===== src/rtl/hazard_ctrl.sv =====
// Pipeline hazard controller: load-use interlock, branch/exception redirect,
// instruction-fetch miss stall and a multicycle mul/div stall FSM.
module hazard_ctrl #(
    parameter int MD_LATENCY = 32
) (
    input  logic        clk,
    input  logic        rst,
    input  logic [4:0]  id_rs,
    input  logic [4:0]  id_rt,
    input  logic        id_uses_rs,
    input  logic        id_uses_rt,
    input  logic        ex_memread,
    input  logic [4:0]  ex_rd,
    input  logic        ex_branch_taken,
    input  logic        md_start,
    input  logic        imem_ready,
    input  logic        ext_flush,
    output logic        stall_if,
    output logic        stall_id,
    output logic        stall_ex,
    output logic        flush_id,
    output logic        bubble_ex,
    output logic        bubble_mem,
    output logic        redirect_en,
    output logic        md_busy,
    output logic        md_done,
    output logic [31:0] stall_cycles
);

    typedef enum logic [1:0] {
        RUN     = 2'd0,
        MD_WAIT = 2'd1
    } state_t;

    localparam logic [5:0] MD_RELOAD = 6'(MD_LATENCY - 2);

    state_t      state_q, state_d;
    logic [5:0]  md_cnt_q, md_cnt_d;
    logic [31:0] stall_cycles_q, stall_cycles_d;
    logic        load_use;

    assign load_use = ex_memread && (ex_rd != 5'd0) &&
                      ((id_uses_rs && (id_rs == ex_rd)) ||
                       (id_uses_rt && (id_rt == ex_rd)));

    always_comb begin
        state_d     = state_q;
        md_cnt_d    = md_cnt_q;
        stall_if    = 1'b0;
        stall_id    = 1'b0;
        stall_ex    = 1'b0;
        flush_id    = 1'b0;
        bubble_ex   = 1'b0;
        bubble_mem  = 1'b0;
        redirect_en = 1'b0;
        md_busy     = 1'b0;
        md_done     = 1'b0;
        // Outputs are forced low while reset is held, independent of inputs.
        if (!rst) begin
            if (ext_flush) begin
                redirect_en = 1'b1;
                flush_id    = 1'b1;
                bubble_ex   = 1'b1;
                bubble_mem  = 1'b1;
                state_d     = RUN;
                md_cnt_d    = 6'd0;
            end else if (state_q == MD_WAIT) begin
                stall_if   = 1'b1;
                stall_id   = 1'b1;
                stall_ex   = 1'b1;
                bubble_mem = 1'b1;
                md_busy    = 1'b1;
                if (md_cnt_q == 6'd0) begin
                    md_done = 1'b1;
                    state_d = RUN;
                end else begin
                    md_cnt_d = md_cnt_q - 6'd1;
                end
            end else if (ex_branch_taken) begin
                redirect_en = 1'b1;
                flush_id    = 1'b1;
                bubble_ex   = 1'b1;
                state_d     = RUN;
            end else if (md_start) begin
                stall_if   = 1'b1;
                stall_id   = 1'b1;
                stall_ex   = 1'b1;
                bubble_mem = 1'b1;
                md_cnt_d   = MD_RELOAD;
                state_d    = MD_WAIT;
            end else if (load_use) begin
                stall_if  = 1'b1;
                stall_id  = 1'b1;
                bubble_ex = 1'b1;
                state_d   = RUN;
            end else if (!imem_ready) begin
                stall_if = 1'b1;
                flush_id = 1'b1;
                state_d  = RUN;
            end else begin
                state_d = RUN;
            end
        end
    end

    always_comb begin
        stall_cycles_d = stall_cycles_q;
        if (stall_if && (stall_cycles_q != 32'hFFFF_FFFF)) begin
            stall_cycles_d = stall_cycles_q + 32'd1;
        end
    end

    always_ff @(posedge clk or posedge rst) begin
        if (rst) begin
            state_q        <= RUN;
            md_cnt_q       <= 6'd0;
            stall_cycles_q <= 32'd0;
        end else begin
            state_q        <= state_d;
            md_cnt_q       <= md_cnt_d;
            stall_cycles_q <= stall_cycles_d;
        end
    end

    assign stall_cycles = stall_cycles_q;

endmodule


===== config.mk =====
export PLATFORM = sky130hd
export DESIGN_NAME = hazard_ctrl
export DESIGN_NICKNAME = d
export VERILOG_FILES = /design/src/rtl/hazard_ctrl.sv
export SDC_FILE = /design/constraint.sdc
export NUM_CORES = 1
export LEC_CHECK = 0
export ABC_AREA = 1
export BUFFER_PORTS_ARGS = -buffer_cell sky130_fd_sc_hd__buf_2
export CAP_MARGIN = 20
export CORE_AREA = 5 5 75 104
export CTS_BUF_LIST = sky130_fd_sc_hd__clkbuf_2 sky130_fd_sc_hd__clkbuf_4 sky130_fd_sc_hd__clkbuf_8
export CTS_CLUSTER_SIZE = 10
export DETAILED_ROUTE_END_ITERATION = 8
export DIE_AREA = 0 0 80 109
export GPL_TIMING_DRIVEN = 1
export PLACE_DENSITY = 0.66
export SLEW_MARGIN = 20
export SYNTH_ARGS = -nofsm -noshare
export SYNTH_HDL_FRONTEND = slang
export SYNTH_SLANG_ARGS = --single-unit

===== constraint.sdc =====
create_clock -name clk -period 3.4 [get_ports clk]
set_input_delay 0.85 -clock clk [delete_from_list [all_inputs] [get_ports clk]]
set_output_delay 0.85 -clock clk [all_outputs]
set_load 0.005 [all_outputs]

==> metrics.yaml <==
timing:
  fmax_mhz: 369
  skew_ns: 0.00573
  tightest_slew_ns: 0.823
  finalCritPeriodShare_pct: 79.7
  setup_tns_ns: 0
  setup_slack_ns: 0.689
  finalSetupViolations: 0
  hold_viol: 0
  slew_viol_final: 0
  rsz0062_at_grt: "false"
  slew-limit-headroom_pct: 45.2
  fin_crit_ns: 2.71
flow_run:
  cap_violations: 0
die:
  pin_count: 65
  rows: 36
  die-area_sq_um: 8720
  coreArea_sq_um: 6850
  initial_core_util_pct: 42.7
  die_x_microns: 80
  chipHeight_microns: 109
clock_network:
  cts_htree_levels: 2
  clk_latency_ns: 0.30
  post_cts_resized: 0
  numCtsBuffers: 5
  hold_buffers: 0
  clock-sinks: 39
  postCtsSetupBuffers: 0
  clkTransAtPathRegs_ns: 0.07
  cts_tree: "yes"
  cts_buffer_depth: 2
  clockRootBuffer: "clkbuf_8"
logic_synthesis:
  syn-cell-area_sq_um: 2930
  synthMuxAreaShare_pct: 0
  ys_ff_latch: 39
  synth_top_family_by_area: "simple AND/OR/NAND/NOR gates"
  synth-simple-area-share_pct: 46.2
  synth_top_cell_by_area: "dfrtp_1"
  synth_edf_count: 0
  synth_cell_type_count: 24
  synth_xor_area_share_pct: 6.88
  synthesis.nets: 479
  synth.area.top_cells: "dfrtp_1 33%, nand2_1 22%, nand4_1 8.6%, nor2_1 7.3%, inv_1 5.8%"
  synth_cells: 452
  yosysWarningCount: 0
  synth_compound_area_share_pct: 3.38
  synth_fa_ha_area_share_pct: 1.28
  syn_avg_cell_area_sq_um: 6.47
  synth_top_flop_cell: "dfrtp_1"
  netlist.area_leader.share_pct: 33.3
  async_reset_ff_share_pct: 100
  ys_seq_area_share_pct: 33.3
placement:
  dp_hpwl_mm: 6.10
  dp_slack_ns: 0.683
  portBuffers: 64
  placed_cell_area_sq_um: 3310
  place_congestion: 0.946
critical_path:
  crit_start: "ex_rd[3]"
  r2r_end: "stall_cycles[23]$_DFFE_PP0P_"
  reg2reg_slack_ns: 1.27
  endpoint_kind: "primary output"
  endpoint: "stall_if"
  r2r_start: "stall_cycles[0]$_DFFE_PP0P_"
  cp_max_fo: 3
  startpoint_type: "primary input"
  r2r_cells: 10
  cp.arrival_ns: 1.86
  cp.required_ns: 2.55
  critical_path_class: "primary input to primary output"
status:
  status: "finished, final reports clean"
global_routing:
  overflow: 0
  antenna_found_initial: 0
  grt_max_degree: 74
  grt_pass1_vias: 2945
  grt_util_all_layers_pct: 19.7
  grt_pass1_wl_mm: 13.6
power_and_ir_drop:
  p_sw_w: 0.000406
  power_density_nw_per_um2: 345
  p_int_w: 0.000764
  switching_share_pct: 34.7
  clockPowerShare_pct: 26.3
  leakage_nw: 1.85
  seqPwrFrac_pct: 48.1
  combinationalPowerShare_pct: 25.7
  ir_drop_mv: 0.213
detailed_routing:
  drtIter0Drc: 171
  final_antenna_net_count: 0
  drc: 0
  route.vias.total: 3036
  dr.pass1.iters: 4
  totalWireLength_mm: 8.01
  wire_per_inst_microns: 13.2
  vias_per_cell: 4.99
cells_and_area:
  drive_gt1_share_pct: 16.3
  layout.area.seq_sq_um: 976
  n_antenna_cell: 0
  finalInstanceArea_sq_um: 3390
  final_util_pct: 49.6
  fillers: 740
  area_delta_synth_final_pct: 16.0
  nNetsFinal: 540
  multi_input_area_sq_um: 1690
min_path:
  hold_class: "flop to flop"
## metrics by stage
| stage | instances | total power, W | hold WS (ns) |
|---|---|---|---|
| 3_3_place_gp | 601 | 0.000863 | 0.515 |
| 4_1_cts | 609 | 0.00119 | 0.539 |
| 2_1_floorplan | 452 | 0.000774 | 0.493 |
| 6_report | 609 | 0.00117 | 0.543 |
| 5_1_grt | 609 | 0.00125 | 0.586 |
| 3_5_place_dp | 601 | 0.000874 | 0.520 |
## registers in the layout (all words and copies together), names as in the netlist
| signal | count |
|---|---|
| state_q | 1 |
| stall_cycles | 32 |
| md_cnt_q | 6 |
## routing by layer
layer	global-route usage [%]	vias up	wire (microns)
met4	7.00	0	159
met2	35.5	79	4140
li1	-	1577	-
met1	22.6	1369	3290
met3	4.38	11	428
met5	0	-	0
## worst min-delay path by stage
stage	start	slack [ns]	depth (start not counted)	to
after floorplan	md_cnt_q[5]$_DFFE_PP0P_	0.49	2	md_cnt_q[5]$_DFFE_PP0P_
final	stall_cycles[23]$_DFFE_PP0P_	0.54	2	stall_cycles[23]$_DFFE_PP0P_
after global routing	stall_cycles[8]$_DFFE_PP0P_	0.59	2	stall_cycles[8]$_DFFE_PP0P_
after global placement	stall_cycles[23]$_DFFE_PP0P_	0.51	2	stall_cycles[23]$_DFFE_PP0P_
after detailed placement	md_cnt_q[5]$_DFFE_PP0P_	0.52	2	md_cnt_q[5]$_DFFE_PP0P_
after CTS	md_cnt_q[5]$_DFFE_PP0P_	0.54	2	md_cnt_q[5]$_DFFE_PP0P_
## cell families after synthesis
family                   after synthesis
AO/OA/AOI/OAI                         18
AND/OR/NAND/NOR                      308
XOR/XNOR                              23
buffers and inverters                 61
adder cells (fa/ha/maj)                3
flip-flops                            39
## cell usage after synthesis, types with 2 or more instances
cell and instances:
dfrtp_1 39, o21ai_0 6, o22ai_1 3, nand2_1 174, buf_2 8, xnor2_1 4, nand4_1 40, nor2_1 57
inv_2 2, nand3_2 3, buf_1 3, nand3_1 13, inv_1 45, a21oi_1 8, nand3b_1 6, ha_1 3
buf_6 3, nor3_1 11, xor2_1 19
## critical path, stage by stage
cell and delay, ns:
buf_2 0.10, inv_1 0.06, nand2_1 0.05, nand2_1 0.04
nor2_1 0.11, nand3_1 0.08, nand2_1 0.09, nand3_1 0.12
nand2_1 0.09, inv_1 0.05, a21oi_1 0.10, buf_2 0.12
## placed cells by master (no fill, tap or decap), types with 4 or more instances in the layout
cell type / n
nor2_1: 57
inv_1: 45
nand3_1: 13
nand2_1: 174
nor3_1: 11
buf_2: 64
dfrtp_1: 39
a21oi_1: 8
xor2_1: 19
clkbuf_8: 5
nand4_1: 40
o21ai_0: 6
buf_4: 4
nand3b_1: 6
xnor2_1: 4
## final cells by class
type | count | area share [%]
Clock inverter | 3 | 0.442
Timing Repair Buffer | 68 | 10.3
Inverter | 47 | 5.20
Sequential cell | 39 | 28.8
Tap cell | 95 | 3.50
Clock buffer | 5 | 2.03
Multi-Input combinational cell | 352 | 49.8
## power groups by stage
stage	Clock, W	Sequential (W)	Combinational [W]
2_1_floorplan	0	0.000563	0.000212
3_3_place_gp	0	0.000570	0.000293
3_5_place_dp	0	0.000571	0.000303
4_1_cts	0.000320	0.000562	0.000304
5_1_grt	0.000340	0.000572	0.000341
6_report	0.000308	0.000563	0.000300
(Power assumes the default switching activity.)
